--- src/rtl/uart_cmd_rx.sv ---
// 8N1 UART receiver feeding an ASCII line parser: four space-separated signed decimals per LF-terminated line.
// A good line updates all four outputs at once and pulses o_en; a malformed line pulses o_err.
module uart_cmd_rx #(
   parameter logic [15:0] CLK_DIV = 16'd217
) (
   input  logic               clk,
   input  logic               rst,
   input  logic               i_uart_rx,
   output logic signed [15:0] o_val0,
   output logic signed [15:0] o_val1,
   output logic signed [15:0] o_val2,
   output logic signed [15:0] o_val3,
   output logic               o_en,
   output logic               o_err
);

   localparam logic [15:0] HALF_M1 = (CLK_DIV >> 1) - 16'd1;
   localparam logic [15:0] FULL_M1 = CLK_DIV - 16'd1;
   localparam logic [7:0]  CH_LF   = 8'h0a;
   localparam logic [7:0]  CH_CR   = 8'h0d;
   localparam logic [7:0]  CH_SP   = 8'h20;
   localparam logic [7:0]  CH_MIN  = 8'h2d;

   typedef enum logic [1:0] {B_IDLE, B_START, B_DATA, B_STOP} bit_state_t;
   typedef enum logic [1:0] {P_FSEP, P_NEG, P_DIG, P_SKIP} parse_state_t;

   logic         rx_s1, rx_s2, rx_d;
   bit_state_t   bstate, b_next;
   logic [15:0]  ccnt, ccnt_n;
   logic [2:0]   bcnt, bcnt_n;
   logic [7:0]   shreg, sh_n;
   logic         byte_vld, vld_n, frame_err, ferr_n;

   parse_state_t pstate, p_next;
   logic [16:0]  acc, acc_n, acc_sat;
   logic [20:0]  acc_mul;
   logic         neg, neg_n, eol, eol_n, en_n, err_n;
   logic [2:0]   fcnt, fcnt_n;
   logic [15:0]  stage [4];
   logic [15:0]  stage_n [4];
   logic [15:0]  val_q [4];
   logic [15:0]  val_n [4];
   logic [15:0]  field_val;
   logic         is_digit;
   logic [3:0]   digit;

   // Bit FSM: a start is a 1->0 fall of the synced line; every sample is taken mid-bit.
   always_comb begin
      b_next = bstate;
      ccnt_n = ccnt + 16'd1;
      bcnt_n = bcnt;
      sh_n   = shreg;
      vld_n  = 1'b0;
      ferr_n = 1'b0;
      case (bstate)
         B_IDLE: begin
            ccnt_n = 16'd0;
            if (!rx_s2 && rx_d) b_next = B_START;
         end
         B_START: if (ccnt == HALF_M1) begin
            ccnt_n = 16'd0;
            bcnt_n = 3'd0;
            b_next = rx_s2 ? B_IDLE : B_DATA;
         end
         B_DATA: if (ccnt == FULL_M1) begin
            ccnt_n = 16'd0;
            sh_n   = {rx_s2, shreg[7:1]};
            bcnt_n = bcnt + 3'd1;
            if (bcnt == 3'd7) b_next = B_STOP;
         end
         default: if (ccnt == FULL_M1) begin
            ccnt_n = 16'd0;
            b_next = B_IDLE;
            vld_n  = rx_s2;
            ferr_n = !rx_s2;
         end
      endcase
   end

   // byte_vld/frame_err are one-cycle strobes with shreg as the payload; the parser has no
   // back-pressure and consumes every strobe in the cycle it is raised.
   assign is_digit  = (shreg >= 8'h30) && (shreg <= 8'h39);
   assign digit     = shreg[3:0];
   assign acc_mul   = 21'(acc) * 21'd10 + 21'(digit);
   assign acc_sat   = (acc_mul > 21'd32768) ? 17'd32768 : acc_mul[16:0];

   always_comb begin
      if (neg) field_val = (acc >= 17'd32768) ? 16'h8000 : (16'd0 - acc[15:0]);
      else     field_val = (acc > 17'd32767) ? 16'h7fff : acc[15:0];
   end

   // LF only raises eol; the line is judged one cycle later, after any closing field has landed.
   always_comb begin
      p_next  = pstate;
      acc_n   = acc;
      neg_n   = neg;
      fcnt_n  = fcnt;
      stage_n = stage;
      val_n   = val_q;
      eol_n   = 1'b0;
      en_n    = 1'b0;
      err_n   = 1'b0;
      if (eol) begin
         if (pstate == P_SKIP || pstate == P_NEG) err_n = 1'b1;
         else if (fcnt == 3'd4) begin
            en_n  = 1'b1;
            val_n = stage;
         end else if (fcnt != 3'd0) err_n = 1'b1;
         p_next = P_FSEP;
         acc_n  = 17'd0;
         neg_n  = 1'b0;
         fcnt_n = 3'd0;
      end else if (frame_err) begin
         p_next = P_SKIP;
      end else if (byte_vld && shreg != CH_CR) begin
         if (is_digit) begin
            if (pstate == P_FSEP || pstate == P_NEG) begin
               p_next = P_DIG;
               acc_n  = {13'd0, digit};
            end else if (pstate == P_DIG) acc_n = acc_sat;
         end else if (shreg == CH_MIN) begin
            if (pstate == P_FSEP) begin
               p_next = P_NEG;
               neg_n  = 1'b1;
            end else p_next = P_SKIP;
         end else if (shreg == CH_SP || shreg == CH_LF) begin
            if (pstate == P_DIG) begin
               if (fcnt == 3'd4) p_next = P_SKIP;
               else begin
                  stage_n[fcnt[1:0]] = field_val;
                  fcnt_n = fcnt + 3'd1;
                  neg_n  = 1'b0;
                  p_next = P_FSEP;
               end
            end else if (pstate == P_NEG && shreg == CH_SP) p_next = P_SKIP;
            eol_n = (shreg == CH_LF);
         end else p_next = P_SKIP;
      end
   end

   always_ff @(posedge clk) begin
      if (rst) begin
         rx_s1     <= 1'b1;
         rx_s2     <= 1'b1;
         rx_d      <= 1'b1;
         bstate    <= B_IDLE;
         ccnt      <= 16'd0;
         bcnt      <= 3'd0;
         shreg     <= 8'd0;
         byte_vld  <= 1'b0;
         frame_err <= 1'b0;
         pstate    <= P_FSEP;
         acc       <= 17'd0;
         neg       <= 1'b0;
         fcnt      <= 3'd0;
         eol       <= 1'b0;
         stage     <= '{default: '0};
         val_q     <= '{default: '0};
         o_en      <= 1'b0;
         o_err     <= 1'b0;
      end else begin
         rx_s1     <= i_uart_rx;
         rx_s2     <= rx_s1;
         rx_d      <= rx_s2;
         bstate    <= b_next;
         ccnt      <= ccnt_n;
         bcnt      <= bcnt_n;
         shreg     <= sh_n;
         byte_vld  <= vld_n;
         frame_err <= ferr_n;
         pstate    <= p_next;
         acc       <= acc_n;
         neg       <= neg_n;
         fcnt      <= fcnt_n;
         eol       <= eol_n;
         stage     <= stage_n;
         val_q     <= val_n;
         o_en      <= en_n;
         o_err     <= err_n;
      end
   end

   assign o_val0 = val_q[0];
   assign o_val1 = val_q[1];
   assign o_val2 = val_q[2];
   assign o_val3 = val_q[3];

endmodule

--- config.mk ---
export PLATFORM = sky130hd
export DESIGN_NAME = uart_cmd_rx
export DESIGN_NICKNAME = d
export VERILOG_FILES = /design/src/rtl/uart_cmd_rx.sv
export SDC_FILE = /design/constraint.sdc
export NUM_CORES = 1
export LEC_CHECK = 0
export CAP_MARGIN = 5
export CORE_UTILIZATION = 23
export DETAILED_ROUTE_END_ITERATION = 7
export PLACE_DENSITY = 0.4
export SLEW_MARGIN = 20
export SYNTH_ARGS = -nofsm -noshare
export SYNTH_HDL_FRONTEND = slang
export SYNTH_SLANG_ARGS = --single-unit
--- constraint.sdc ---
create_clock -name clk -period 7.6 [get_ports clk]
set_input_delay 2.28 -clock clk [delete_from_list [all_inputs] [get_ports clk]]
set_output_delay 2.28 -clock clk [all_outputs]
set_load 0.02 [all_outputs]
Yosys cells after proc, flatten, opt, wreduce, memory -nomap -nowiden --
Index checks and enable logic that the tools add are counted.
Word-level totals: output and inout port bits 66, ROM bits 0, input port bits 3, register bits after elaboration 188, latch bits 0, memories kept 0, logic and storage cells 141, bits in writable memories 0
Cells by class: multiply operators 1, bitwise logic cells 10, add/subtract/negate cells 5, shift-type cells 0, mux-type cells 41, div/mod/pow operators 0, order comparisons 7, reductions and logical operators 32, eq/ne operators 21
Operator list (number):
- $mux W16 | 6
- $bwmux W64 | 1
- $mux W17 | 3
- $demux W16 S2 | 1
- $mux W2 | 16
- $pmux W16 S2 | 1
- $add A21 B4 Y21 | 1
- $gt A21 B16 Y1 const B | 1
- $mul A17 B3 Y20 const B | 1
- $ge A17 B16 Y1 const B | 1
- $gt A17 B15 Y1 const B | 1
- $add A16 B1 Y16 const B | 1
- $eq A16 B7 Y1 const B | 1
- $eq A16 B8 Y1 const B | 1
- $eq A8 B6 Y1 const B | 2
- $sub A1 B16 Y16 const A | 1
- $reduce_and A7 Y1 | 2
- $ne A2 B2 Y1 const B | 5
- $reduce_bool A2 Y1 | 5
- $mux W1 | 9
- $not A1 Y1 | 9
- $reduce_and A3 Y1 | 3
- $eq A8 B4 Y1 const B | 1
- $ge A8 B6 Y1 const B | 1
- 28 further kinds | 43

Longest topological paths before layout --
Gate-level depths: netlist of the first run.
depth after elaboration 9, depth in mapped cells 13, depth with buffers taken out 13

Least setup slack after synthesis of the first run --
Ideal clock, no wire load.
path type register -> register, from register acc[3], to register acc[4], library setup time 0.070 ns, path slack 4.034 ns, arrival 3.496 ns, path buffers 1, clock period less this slack 3.566 ns, required time 7.530 ns, stages on the path, launching flop included 13, cell sequence dfxtp_1 -> ha_1 -> ha_1 -> inv_1 -> fa_1 -> clkbuf_1 -> nor4b_2 -> nand4_2 -> nor4b_4 -> nand4b_2 -> a2111oi_4 -> o2111ai_1 -> o21ai_1
On the way: word-level cells in the longest chain between the ends 6
Ends and longest elaborated chain:
- from (decl) | RTL line 35 | logic [16:0] acc, acc_n, acc_sat;
- from (signal assigned) | RTL line 172 | acc <= acc_n;
- $mul A17 B3 Y20 (*) | RTL line 84 | assign acc_mul = 21'(acc) * 21'd10 + 21'(digit);
- $add A21 B4 Y21 (*) | RTL line 84
- $gt A21 B16 Y1 | RTL line 85 | assign acc_sat = (acc_mul > 21'd32768) ? 17'd32768 : acc_mul[16:0];
- $mux W17 (*) | RTL line 85
- $mux W17 (*) | RTL line 120 | end else if (pstate == P_DIG) acc_n = acc_sat;
- $mux W17 (*) | RTL line 117 | if (pstate == P_FSEP || pstate == P_NEG) begin
Mark *: on every way between the ends. The rest lies on a longest branch, timed or not. The select of a mux whose other input is x is not followed. A chain may end at the register's enable or synchronous reset.

Worst setup path in the final report of the first run --
from register acc[3], to register acc[2]
On the way: word-level cells in the longest chain between the ends 6
Ends and longest elaborated chain (RTL line):
- $mul A17 B3 Y20 | 84
- $add A21 B4 Y21 | 84
- $gt A21 B16 Y1 | 85
- $mux W17 | 85
- $mux W17 | 120
- $mux W17 | 117
Every way passes these cells. The select of a mux whose other input is x is not followed.

==> results of run 1 <==
worst max-delay path: stages, from the launching register on:
cell and delay, ps:
dfxtp_1 400, ha_1 320, ha_1 230, inv_1 70, fa_1 400, xor2_1 250, a2111oi_2 700, o211ai_1 170
nor4b_1 310, o211ai_1 130, o31a_1 160, nor4_4 270, nor2_1 150, o41ai_1 350
stage by stage:
step | std cells | hold WS (ps) | utilization (%)
after floorplan | 1086 | 389.5 | -
after global placement | 1612 | 395.8 | 26.62
after detailed placement | 1612 | 395.5 | 26.62
after CTS | 1643 | 411.5 | 28.21
after global routing | 1643 | 431.0 | 28.21
final | 1643 | 408.0 | 28.21
synthesized netlist by cell type, types with 5 or more instances:
cell / count / area (um^2)
a211oi_1: 53 / 397.9
a21oi_1: 93 / 465.5
a31oi_1: 5 / 31.28
and2_1: 8 / 50.05
and3_1: 6 / 37.54
buf_1: 9 / 33.78
buf_2: 7 / 35.03
clkbuf_1: 44 / 165.2
dfxtp_1: 188 / 3764
ha_1: 43 / 538.0
inv_1: 23 / 86.33
mux2i_1: 11 / 110.1
nand2_1: 185 / 694.4
nand2b_1: 5 / 31.28
nand3_1: 19 / 95.09
nand4_1: 11 / 68.82
nor2_1: 150 / 563.0
nor2b_1: 6 / 37.54
nor3_1: 24 / 120.1
nor4_1: 6 / 37.54
o211ai_1: 6 / 45.04
o21ai_0: 24 / 120.1
o21ai_1: 13 / 65.06
o31ai_1: 10 / 75.07
o41ai_1: 6 / 52.55
or2_2: 11 / 68.82
or3_1: 11 / 68.82
xnor2_1: 21 / 183.9
xor2_1: 17 / 148.9
placed cells by master (no fill, tap or decap), drive strengths merged, types with 12 or more instances in the layout:
cell type,netlist,final
dfxtp,188,188
nand2,185,185
nor2,151,151
a21oi,93,93
clkdlybuf4s50,0,67
a211oi,56,56
ha,43,43
o21ai,38,38
inv,24,31
nor3,25,25
xnor2,21,21
nand3,19,19
xor2,19,19
clkbuf,44,17
or2,13,13
nand4,12,12
cell families after synthesis:
logic type                 after synthesis
and+or+nand+nor                        464
AOI/OAI and AO/OA                      251
DFF                                    188
buffers and inverters                   84
adders and majority gates               45
xor gates and xnor gates                40
muxes                                   14
power groups by stage:
stage / registers, uW / clock network [uW] / logic (uW)
finish: 987 / 934 / 21.4
global route: 987 / 999 / 24.0
CTS: 987 / 962 / 22.0
detailed placement: 1010 / 0 / 22.1
global placement: 1010 / 0 / 22.1
floorplan: 1010 / 0 / 16.3
state kept, by name, summed over array words and instances, names as in the netlist, 8 cells and up:
name / cells
acc: 17
ccnt: 16
o_val0: 16
o_val1: 16
shreg: 8
o_val3: 16
stage: 64
o_val2: 16
per-layer routing:
metal	up-vias	global-route usage, %	wire [um]
met1	3513	16.93	12050
met3	26	2.194	699
met5	-	0	0
li1	3872	-	-
met2	100	20.60	11310
met4	0	4.269	419
layout make-up:
cell class,count,area [um^2]
clock buffer,17,425.4
clock inverter,14,178.9
fill,4202,27300
inverter,24,90.09
multi-input combinational,814,4896
sequential,188,3764
tap,511,639.4
timing repair buffer,75,730.7
worst max-delay path by stage:
stage | endpoint | slack (ps) | depth (start not counted)
floorplan | acc[4]$_SDFFE_PP0P_ | 4030 | 12
global placement | stage[5]$_SDFFE_PP0P_ | 3550 | 3
detailed placement | stage[6]$_SDFFE_PP0P_ | 3550 | 3
CTS | acc[5]$_SDFFE_PP0P_ | 3560 | 11
global route | acc[5]$_SDFFE_PP0P_ | 3240 | 11
finish | acc[2]$_SDFFE_PP0P_ | 3570 | 13
==> summary.txt, run 1 <==
status = finished, final reports clean
Power per Cell Area = 181.1 nW/um^2
clock buffer depth = 2
# rows = 71
FF-to-FF End = acc[2]$_SDFFE_PP0P_
Initial Util = 23.58%
Clock Latency Late Sink = 440 ps
reg2reg start = acc[3]$_SDFFE_PP0P_
initial drt markers = 344
Max-Cap Viols = 0
DRC Markers = 0
Post-DP Area = 10,120 um^2
Slew headroom = 30.98%
worst slew pin tran = 1035 ps
Fin. Hold Viols = 0
diode count = 0
Pint = 1514 uW
Hold Path End = rx_s2$_SDFF_PP1_
Gate power share = 1.1%
Finish-stage setup viols = 0
CTS root buf = clkbuf_16
hold path depth = 1
fraction of power spent switching nets = 22.06%
Clock Pin Slew Worst Setup and Hold Paths = 70 ps
share of layout cells above drive strength 1 = 6.890%
first-pass GRT wire length = 39,270 um
WL/cell = 14.90 um
unrepaired setup endpoints after global routing = false
Clk pwr share = 48.1%
Synth Area in Adders = 6.447%
Post-synth EDFFs = 0
flop2flop setup slack = 3570 ps
Die Y = 199.4 um
PostCTS Resize Cnt = 0
syn_area_per_cell = 8.256 um^2
Total Routing Usage GR = 12.70%
ys flop type = dfxtp_1
hold buffers post-CTS = 0
Hold Crit Class = reg -> reg
Reg power frac = 50.8%
Tcrit/Tclk final = 53.03%
post-synthesis simple-gate area fraction = 23.50%
worst-path fanout max = 9
Compound-Gate Fraction of Synth Area = 18.78%
routed vias/inst = 4.572
Startpoint Class = flip-flop
syn nets = 1,134
CTS H-Tree Depth = 4
Num Clock Sinks = 188
post-route cell area = 10,720 um^2
Worst EP arrival = 4360 ps
clock tree from TritonCTS = built
xor/xnor cell area share of the yosys netlist = 4.075%
post-route ant nets = 0
PortBufs = 68
f_max = 248.1 MHz
P_sw = 428.4 uW
Worst Skew = 12.23 ps
Yosys cell types = 72
count of pins over their slew limit = 0
core area = 38,020 um^2
largest family of logic cells by synthesized area = simple AND/OR/NAND/NOR gates
Num CTS Buffers = 17
Hold Startpoint = rx_s1$_SDFF_PP1_
Mapped Area = 8966 um^2
via count of the first global-routing pass = 7,070
Routed WL = 24,480 um
setup TNS = 0 ps
CP Capture Type = flip-flop
Syn Inst Count = 1,086
Die X = 199.4 um
WS Path Type = reg -> reg
pin count of the biggest net entering global routing = 97
area grow syn2layout = 19.61%
overall power = 1942 uW
Post-synth ARST share = 0%
CP startpoint = acc[3]$_SDFFE_PP0P_
I/O pins = 69
post-DP HPWL = 16,950 um
routed via count = 7,511
antenna violations before repair = 0
LEAKAGE = 0.003688 uW
post-route worst setup slack = 3570 ps
die area = 39,780 um^2
sequential cell area fraction in the yosys report = 41.98%
critical path required time = 7930 ps
Final min period = 4030 ps
mux share of post-synthesis cell area = 1.605%
DR pass1 iterations = 5
dpl ws = 3551 ps
R2R cell count = 13
Yosys reg bits = 188
Synth Warn # = 0
GR Overflow Total = 0
post-CTS setup buffer count = 0
Final Net Count = 1,168
maximum VDD drop = 0.1549 mV
GP Congestion = 0.7554
(Power assumes the default switching activity.)
==> run 2: changes to the inputs <==
Settings changed: PLACE_DENSITY 0.4 to 0.42.
Clock period 7.6 ns to 3.7 ns, I/O delays scaled along.
==> summary.txt, run 2 (synthesis results as in run 1) <==
critical path required time = 4070 ps
status = finished, final reports clean
die area = 39,780 um^2
core area = 38,020 um^2
Routed WL = 24,590 um
unrepaired setup endpoints after global routing = false
Hold Path End = rx_s2$_SDFF_PP1_
Hold Crit Class = reg -> reg
Fin. Hold Viols = 0
Max-Cap Viols = 0
I/O pins = 69
hold path depth = 1
Clock Pin Slew Worst Setup and Hold Paths = 70 ps
GP Congestion = 0.8086
maximum VDD drop = 0.2794 mV
WS Path Type = reg -> reg
Power per Cell Area = 343.5 nW/um^2
Hold Startpoint = rx_s1$_SDFF_PP1_
Worst Skew = 11.68 ps
share of layout cells above drive strength 1 = 13.53%
area grow syn2layout = 27.32%
commonest non-fill, non-tap cells in the layout = dfxtp_1 (188), nand2_1 (185), nor2_1 (148)
post-DP HPWL = 17,450 um
diode count = 0
first-pass GRT wire length = 39,050 um
Worst EP arrival = 3870 ps
CTS root buf = clkbuf_16
CP Capture Type = flip-flop
Max stage delay cell, worst path = a2111oi_4
Final Net Count = 1,226
Slew headroom = 24.09%
initial drt markers = 330
pin count of the biggest net entering global routing = 98
# rows = 71
Die Y = 199.4 um
LEAKAGE = 0.004023 uW
commonest non-fill, non-tap cell in the layout = dfxtp_1
GR Overflow Total = 0
Num Clock Sinks = 188
count of pins over their slew limit = 0
Startpoint Class = flip-flop
via count of the first global-routing pass = 7,174
post-route ant nets = 0
Finish-stage setup viols = 0
slowest stage delay, CP = 400 ps
reg2reg start = acc[3]$_SDFFE_PP0P_
R2R cell count = 15
cell family with most CP delay = compound AO/OA/AOI/OAI gates
antenna violations before repair = 0
Final min period = 3504 ps
Worst Path Buf+Inv = 3
CTS H-Tree Depth = 4
worst-path fanout max = 5
setup TNS = 0 ps
clock tree from TritonCTS = built
Total Routing Usage GR = 12.64%
PortBufs = 68
hold buffers post-CTS = 0
Num CTS Buffers = 17
DRC Markers = 0
flop2flop setup slack = 200 ps
worst slew pin tran = 1139 ps
Tcrit/Tclk final = 94.71%
f_max = 285.4 MHz
Die X = 199.4 um
Biggest register = stage
routed via count = 7,608
DR pass1 iterations = 4
clock buffer depth = 2
cell mode on critical path = ha_4
Initial Util = 23.58%
routed vias/inst = 4.473
WHS = 410.3 ps
max reg flops = 64
WL/cell = 14.45 um
Clock Latency Late Sink = 430 ps
FF-to-FF End = acc[4]$_SDFFE_PP0P_
crit path cell chain = ha_4 > ha_4 > inv_1 > fa_2 > nand2b_4 > a211oi_4 > o211a_1 > buf_4 > o21ba_2 > xor2_2 > nand4b_4 > a2111oi_4 > buf_6 > o2111ai_4 > o21ai_1
Largest regs = stage x64, acc x17
[run 2: cell types whose count changed in the layout (fill, tap and decap cells not counted), moves of 3 or more]
cell        change
clkinvlp_4      +4
ha_4            +5
buf_4          +55
clkinv_2        -3
ha_1            -6
[run 2: worst reg2reg max path: stages, from the launching register on]
cell       delay [ps]
dfxtp_1           350
ha_4              280
ha_4              130
inv_1              50
fa_2              370
nand2b_4          170
a211oi_4          260
o211a_1           270
buf_4             130
o21ba_2           190
xor2_2            220
nand4b_4          140
a2111oi_4         400
buf_6             190
o2111ai_4         150
o21ai_1           160
[run 2: area by class of cell]
class                           count  area, um^2
Fill cell                        4135       26610
Multi-Input combinational cell    814        5152
Sequential cell                   188        3764
Timing Repair Buffer              133        1186
Tap cell                          511       639.4
Clock buffer                       18       429.2
Clock inverter                     13       155.1
Inverter                           24       90.09
[run 2: timing repair]
item / in CTS / in global routing
buffers inserted: 1 / 6
setup endpoints to repair: 6 / 16
pin swaps: 4 / 17
gates resized for setup: 2 / 41
[run 2: per-stage QoR]
stage	setup WS (ps)	instance area, um^2	std cells	utilization, %	power (uW)
after floorplan	133.8	8966	1086	-	2107
after global placement	60.40	10520	1663	27.66	2121
after detailed placement	2.043	10520	1663	27.66	2120
after CTS	6.920	11120	1695	29.25	3989
after global routing	0.3930	11420	1701	30.03	4075
final	195.9	11420	1701	30.03	3921
[run 2: metal layers]
metal	track usage [%]	share of wire, %	wire length (um)
met5	0	0	0
met4	3.760	1.4	333
met3	2.127	2.6	628
met2	20.49	47	11440
met1	17.08	50	12190
[run 2: worst max path at each step]
stage / startpoint / to / slack (ps) / depth (start not counted)
6_report: acc[3]$_SDFFE_PP0P_ / acc[4]$_SDFFE_PP0P_ / 200 / 15
5_1_grt: acc[3]$_SDFFE_PP0P_ / acc[0]$_SDFFE_PP0P_ / 0.4 / 14
4_1_cts: acc[1]$_SDFFE_PP0P_ / acc[3]$_SDFFE_PP0P_ / 7 / 14
3_3_place_gp: acc[1]$_SDFFE_PP0P_ / acc[4]$_SDFFE_PP0P_ / 60 / 14
2_1_floorplan: acc[3]$_SDFFE_PP0P_ / acc[4]$_SDFFE_PP0P_ / 130 / 12
3_5_place_dp: acc[1]$_SDFFE_PP0P_ / acc[5]$_SDFFE_PP0P_ / 2 / 14
[run 2: power by group]
part / internal [uW] / total (uW) / switching [uW]
sequential: 2020 / 2030 / 2.56
clock: 1010 / 1850 / 838
combinational: 9.14 / 45.4 / 36.3
total: 3040 / 3920 / 877
==> run 3: changes to the inputs <==
Settings changed: ABC_AREA from default to 0, SLEW_MARGIN 20 to 40.
==> summary.txt, run 3 (synthesis results as in run 1) <==
status = finished, final reports clean
DR pass1 iterations = 4
CP startpoint = acc[1]$_SDFFE_PP0P_
clock buffer depth = 2
count of pins over their slew limit = 0
worst slew pin tran = 768.0 ps
Tcrit/Tclk final = 95.84%
antenna violations before repair = 0
post-route ant nets = 0
Slew headroom = 48.80%
Die Y = 199.4 um
CTS root buf = clkbuf_16
Setup crit end = acc[2]$_SDFFE_PP0P_
GP Congestion = 0.8086
worst-path fanout max = 5
Largest regs = stage x64, acc x17
max reg flops = 64
diode count = 0
placed cell count = 1,663
DRC Markers = 0
R2R cell count = 14
GR Overflow Total = 0
Hold Crit Class = reg -> reg
clock tree from TritonCTS = built
Num CTS Buffers = 17
Power per Cell Area = 338.1 nW/um^2
critical path required time = 4030 ps
area grow syn2layout = 27.37%
overall power = 3861 uW
Clock Latency Late Sink = 440 ps
hold buffers post-CTS = 0
Finish-stage setup viols = 0
share of layout cells above drive strength 1 = 13.80%
CP Capture Type = flip-flop
Num Clock Sinks = 188
flop2flop setup slack = 150 ps
WL/cell = 14.56 um
core area = 38,020 um^2
FF-to-FF End = acc[2]$_SDFFE_PP0P_
pin count of the biggest net entering global routing = 98
reg2reg start = acc[1]$_SDFFE_PP0P_
post-DP HPWL = 17,430 um
routed via count = 7,679
Biggest register = stage
Max-Cap Viols = 0
initial drt markers = 323
WHS = 409.6 ps
commonest non-fill, non-tap cells in the layout = nand2_1 (185), dfxtp_1 (185), nor2_1 (147)
PortBufs = 68
Startpoint Class = flip-flop
I/O pins = 69
# rows = 71
Final Net Count = 1,224
maximum VDD drop = 0.3272 mV
Clock Pin Slew Worst Setup and Hold Paths = 70 ps
Fin. Hold Viols = 0
Final Util = 30.03%
via count of the first global-routing pass = 7,342
Final min period = 3546 ps
LEAKAGE = 0.004067 uW
f_max = 282.0 MHz
Routed WL = 24,740 um
die area = 39,780 um^2
Total Routing Usage GR = 12.54%
WS Path Type = reg -> reg
Initial Util = 23.58%
Die X = 199.4 um
CTS H-Tree Depth = 4
routed vias/inst = 4.520
Worst Skew = 18.39 ps
Worst EP arrival = 3880 ps
fin cells = 1,699
first-pass GRT wire length = 38,830 um
[run 3: changes by cell type in the layout (fill, tap and decap cells not counted), moves of 2 or more]
cell	previous run	this run
dfxtp_1	188	185
dfxtp_2	0	3
o41ai_1	6	3
o41ai_2	0	3
buf_4	63	61
clkinv_4	0	2
clkinvlp_4	4	2
o311ai_2	2	0
[run 3: power by group]
group          switching, uW  internal, uW
registers               2.54          2020
logic                   36.8          9.53
clock network            845           943
total                    884          2980
[run 3: critical path, stage by stage, from the launching register on]
cell and delay (ps):
dfxtp_2 340, ha_4 270, ha_4 130, inv_1 50
fa_2 390, nand2b_4 170, a211oi_4 330, o31ai_1 150
xor2_1 190, buf_4 190, nor4_4 310, xnor2_2 160
nor4_4 300, nor2_2 120, o41ai_2 330
[run 3: cell type report]
type / instances / area, um^2
fillers: 4170 / 26600
multi-input cells: 814 / 5190
flip-flops and latches: 188 / 3767
repair buffers: 131 / 1171
well taps: 511 / 639.4
clock buffers: 18 / 429.2
clock inverters: 13 / 132.6
inverters: 24 / 90.09
[run 3: stage by stage]
stage	setup slack [ps]	TNS [ps]	cell area (um^2)
floorplan	133.8	0	8966
global placement	60.40	0	10520
detailed placement	11.04	0	10540
CTS	0.4512	0	11110
global route	-7.067	-7.067	11420
finish	154.0	0	11420
[run 3: worst min-delay path by stage]
stage	start	endpoint	slack, ps	cells after the start
2_1_floorplan	rx_s1$_SDFF_PP1_	rx_s2$_SDFF_PP1_	390	1
3_3_place_gp	rx_s1$_SDFF_PP1_	rx_s2$_SDFF_PP1_	390	1
3_5_place_dp	rx_s1$_SDFF_PP1_	rx_s2$_SDFF_PP1_	400	1
4_1_cts	rx_s1$_SDFF_PP1_	rx_s2$_SDFF_PP1_	410	1
5_1_grt	rx_s1$_SDFF_PP1_	rx_s2$_SDFF_PP1_	440	1
6_report	rx_s1$_SDFF_PP1_	rx_s2$_SDFF_PP1_	410	1
[run 3: repair_timing]
item,in CTS,in global routing
gates resized for setup,1,44
pin swaps,2,19
endpoints found under the setup margin,5,16
setup buffers,0,5
[run 3: metal layers]
layer	global-route usage (%)	vias up	share of wire, %
met3	2.110	27	2.8
met4	4.241	0	1.8
met1	16.81	3572	49
met2	20.27	98	46
li1	-	3982	-
met5	0	-	0
==> RTL change 1 (config.mk and constraints of run 1) <==
Make the reset (`rst`) asynchronous in one clocked block.
--- a/src/rtl/uart_cmd_rx.sv
+++ b/src/rtl/uart_cmd_rx.sv
@@ -138,7 +138,7 @@
       end
    end
 
-   always_ff @(posedge clk) begin
+   always_ff @(posedge clk or posedge rst) begin
       if (rst) begin
          rx_s1     <= 1'b1;
          rx_s2     <= 1'b1;
Check against the original RTL: same outputs for any inputs over 4 cycles, from zero or initial values and one cycle with rst high; that may be too few to reach the edited logic, so the function may still have changed.
==> RTL change 1 against run 1 <==
  * First-iteration DRC count down 6.4%
  * Area after synthesis up 6.6%
  * Worst setup slack worse by 0.64 ns
  * Count of clock-buffer cells in the layout unchanged
  * Sequential cell count unchanged
  * Global-route usage down 0.37 points
  * Final area up 6.4%
  * Wire length up 2.3%
  * Hold slack worse by 0.044 ns
  * Critical path type unchanged
  * Critical endpoint is now acc[7]
  * Highest routed layer unchanged
Power is not compared: it rests on default switching activity, and its combinational part moved more than twofold at a synthesized area within 25%.
==> RTL change 1: results (changes against run 1) <==
metric,value,unit,change
status,"finished, final reports clean",,
synth_area_leaders,"dfrtp_1 48%, nand2_1 12%, ha_1 5.6%",,
cts_max_level,4,,unchanged
synthFlopType,dfrtp_1,,
ys_ff_latch,188,,unchanged
hold_class,reg -> reg,,
synth_xor_area_share,3.30,%,-0.78 points
ys_seq_area_share,49.3,%,+7.3 points
antenna_found_initial,0,,unchanged
top_regs,"stage: 64 flops, acc: 17 flops",,
grt_pass1_wl,41000,um,+4.3%
synth_mux_area_share,2.07,%,+0.46 points
gp_congestion,0.767,,+1.5%
cp_data_arrival_time,5.02,ns,+0.66 ns
cts_buffers,17,,unchanged
path_clk_slew,0.08,ns,
grt_pass1_vias,7247,,+2.5%
drtIter0Drc,322,,-6.4%
synth_commonest_cells,"308 x nand2_1, 185 x dfrtp_1, 67 x nor2_1, 67 x o21ai_0, 43 x ha_1",,
synth_compound_area_share,13.8,%,-5.0 points
cts-root-buf,clkbuf_16,,
num_antenna_cells,0,,unchanged
worst_pin_slew,1.12,ns,+0.0895 ns
leakagePower,5.47,nW,
postCtsSetupBuffers,0,,unchanged
drive_above_1_share,7.21,%,+0.32 points
final_nets,1144,,-2.1%
grt_max_degree,102,,+5.2%
worst_clock_skew,0.0215,ns,+0.00929 ns
ys_async_sr_fraction,100,%,+100 points
synth_cell_types,71,,-1.4%
totalWireLength,25000,um,+2.3%
pre_cts_ws,2.97,ns,-0.585 ns
overflow,0,,unchanged
synth_fa_ha_area_share,6.05,%,-0.40 points
first_pass_iters,5,,unchanged
placement.io_buffers,68,,unchanged
vias,7330,,-2.4%
clock_latency,0.44,ns,about the same
grt_usage,12.3,%,-0.37 points
peakVddDrop,147,uV,
yosys_warnings,0,,unchanged
fill_cells,4394,,+4.6%
hpwlAfterDp,17600,um,+4.1%
ctsLongestPathBuffers,2,,unchanged
crit_fanout,13,,+4
cts_resized,0,,unchanged
## RTL change 1: worst max-delay path: stages (launching register included)
cell and delay [ns]:
dfrtp_1 0.52, ha_1 0.35, ha_1 0.20, inv_1 0.07, fa_1 0.39, nor2b_1 0.27, o21ai_1 0.25, a211oi_1 0.71
nor4_4 0.16, xnor2_1 0.24, o2111ai_1 0.14, o41ai_1 0.48, nand2_1 0.45, o31ai_1 0.35
## RTL change 1: where the power goes
| part | total, W | switching (W) | internal (W) |
|---|---|---|---|
| sequential | 0.00103 | 0.0000171 | 0.00101 |
| combinational | 0.0000579 | 0.0000388 | 0.0000191 |
| clock | 0.000933 | 0.000454 | 0.000479 |
## RTL change 1: cell type report
type	instances	share of cell area (%)
clock buffers	17	3.73
clock inverters	15	1.68
inverters	20	0.724
multi-input cells	796	40.5
flip-flops and latches	188	41.3
well taps	532	5.83
repair buffers	73	6.29
## RTL change 1: cells by family (layout without fill, tap and decap cells)
logic type | after synthesis | count (layout)
compound gates | 204 | 204
fa+ha+maj | 45 | 45
flops | 188 | 188
simple gates | 493 | 493
buf+inv | 63 | 125
mux | 18 | 18
xor+xnor | 36 | 36
## RTL change 1: metrics by stage
| stage | util [%] | cell area, sq um | hold WS (ns) | instances | total power (W) |
|---|---|---|---|---|---|
| after floorplan | - | 9560 | 0.345 | 1047 | 0.00109 |
| after global placement | 26.4 | 10800 | 0.362 | 1609 | 0.00111 |
| after detailed placement | 26.4 | 10800 | 0.354 | 1609 | 0.00111 |
| after CTS | 27.9 | 11400 | 0.366 | 1641 | 0.00206 |
| after global routing | 27.9 | 11400 | 0.370 | 1641 | 0.00211 |
| final | 27.9 | 11400 | 0.364 | 1641 | 0.00202 |
## RTL change 1: routing by layer
metal	up-vias	global-route usage, %	wire length [um]
met5	-	0	0
met4	0	2.76	216
met3	12	1.92	528
met2	85	20.3	12000
met1	3525	16.9	12300
li1	3708	-	-
## RTL change 1: worst paths after layout
kind | start | depth (start not counted) | to | slack [ns]
min in group asynchronous | rst | 2 | o_val3[3] | 2.34
max in group asynchronous | rst | 3 | stage[57] | 4.01
min reg2reg | rx_s1 | 0 | rx_s2 | 0.36
min | rx_s1 | 0 | rx_s2 | 0.36
max | acc[1] | 13 | acc[7] | 2.93
max reg2reg | acc[1] | 13 | acc[7] | 2.93
==> RTL change 2 (flow settings as in run 1) <==
Without the edit above. `CLK_DIV`: 16'd217 -> 16'd108.
--- a/src/rtl/uart_cmd_rx.sv
+++ b/src/rtl/uart_cmd_rx.sv
@@ -1,7 +1,7 @@
 // 8N1 UART receiver feeding an ASCII line parser: four space-separated signed decimals per LF-terminated line.
 // A good line updates all four outputs at once and pulses o_en; a malformed line pulses o_err.
 module uart_cmd_rx #(
-   parameter logic [15:0] CLK_DIV = 16'd217
+   parameter logic [15:0] CLK_DIV = 16'd108
 ) (
    input  logic               clk,
    input  logic               rst,
Formal check against the unedited RTL: no difference found for any inputs over 4 cycles, from zero or initial values and one cycle with rst high; that may be too few to reach the edited logic, so the function may still have changed.
==> RTL change 2 against run 1 <==
  * Sequential cell count unchanged
  * Power decreased by 1.8%
  * Wire length rose by 0.46%
  * Area after synthesis up 0.87%
  * First-iteration DRC count up 42%
  * Final area barely moved
  * Clock skew up 0.0061 ns
  * Cell count rose by 1.5%
  * Fmax down 10%
  * Worst setup slack lost 0.46 ns
  * Global-route usage is 0.30 points lower
  * Critical path depth fell by 1
  * Highest routed layer unchanged
==> RTL change 2: results (changes against run 1) <==
metric,value,unit,change
crit_fanout,11,,+2
critical-path-slowest-cell,nor4b_4,,
grt_pass1_vias,7252,,+2.6%
ys_async_sr_fraction,0,%,unchanged
placedCellCount,1635,,+1.4%
endpoint_kind,flop,,
status,"finished, final reports clean",,
placedInstanceArea,10100,sq um,+0.19%
synth_area_leaders,"dfxtp_1 42%, nand2_1 7.4%, nor2_1 7.0%",,
max_stage_delay,0.62,ns,-0.08 ns
peakVddDrop,165,uV,+6.8%
cp_data_arrival_time,4.87,ns,+0.51 ns
regToRegEndpoint,acc[4],,
synth_fa_ha_area_share,6.39,%,-0.055 points
grt_usage,12.4,%,-0.30 points
synth_mux_area_share,2.13,%,+0.53 points
cts_max_level,4,,unchanged
drtIter0Drc,487,,+42%
synth_cell_types,73,,+1.4%
fin_crit_sh,59.1,%,+6.1 points
post_drt_via_cell_ratio,4.55,,-0.57%
ctsLongestPathBuffers,2,,unchanged
swShare,23.8,%,+1.7 points
synth_xor_area_share,4.04,%,-0.035 points
hpwlAfterDp,16800,um,-0.89%
worst_clock_skew,0.0183,ns,+0.00605 ns
final_nets,1184,,+1.4%
synth_compound_area_share,17.0,%,-1.8 points
ys_seq_area_share,41.6,%,-0.36 points
grt_pass1_wl,40100,um,+2.1%
reg2reg_slack,3.11,ns,-0.46 ns
worst_pin_slew,1.04,ns,+0.000560 ns
routedWlPerCell,14.8,um,-0.99%
syn_inst,1109,,+2.1%
r2r_cells,12,,-1
drive_above_1_share,5.92,%,-0.97 points
grt_max_degree,80,,-18%
crit_family,simple AND/OR/NAND/NOR gates,,
leakagePower,3.73,nW,+1.1%
powerDensity,178,nW/um^2,-1.9%
power_clock,0.000899,W,-3.7%
vias,7577,,+0.88%
[RTL change 2: cell type report]
| class | instances | area (sq um) |
|---|---|---|
| repair buffers | 72 | 708 |
| clock inverters | 15 | 154 |
| flip-flops and latches | 188 | 3760 |
| inverters | 20 | 75.1 |
| multi-input cells | 837 | 4950 |
| fillers | 4262 | 28000 |
| clock buffers | 17 | 425 |
| well taps | 518 | 648 |
[RTL change 2: cell families (layout without fill, tap and decap cells)]
kind of cell | count (synthesis) | in the layout
AOI/OAI and AO/OA | 235 | 235
xor gates and xnor gates | 40 | 40
adders and majority gates | 45 | 45
buffers and inverters | 84 | 124
DFF | 188 | 188
muxes | 19 | 19
and+or+nand+nor | 498 | 498
[RTL change 2: per-layer routing]
| metal | part of all wire [%] | up-vias | wire [um] | track usage [%] |
|---|---|---|---|---|
| li1 | - | 3918 | - | - |
| met1 | 50 | 3548 | 12300 | 17.2 |
| met2 | 46 | 100 | 11300 | 19.9 |
| met3 | 3.3 | 11 | 802 | 2.20 |
| met4 | 0.88 | 0 | 217 | 2.75 |
| met5 | 0 | - | 0 | 0 |
[RTL change 2: how the worst min path moves through the flow]
stage	from	end	slack, ns	depth (start not counted)
global route	rx_s1	rx_s2	0.46	1
floorplan	rx_s1	rx_s2	0.39	1
finish	rx_s1	rx_s2	0.43	1
CTS	rx_s1	rx_s2	0.44	1
detailed placement	rx_s1	rx_s2	0.41	1
global placement	rx_s1	rx_s2	0.43	1
[RTL change 2: worst reg2reg max path, stage by stage, from the launching register on]
cell and delay (ns):
dfxtp_1 0.49, ha_1 0.30, ha_1 0.24, inv_1 0.08, fa_1 0.49, or3_1 0.49, nor3_1 0.29, nand4_1 0.26
nor4_1 0.40, mux2i_1 0.27, o211ai_2 0.24, nor4b_4 0.63, a32o_1 0.27
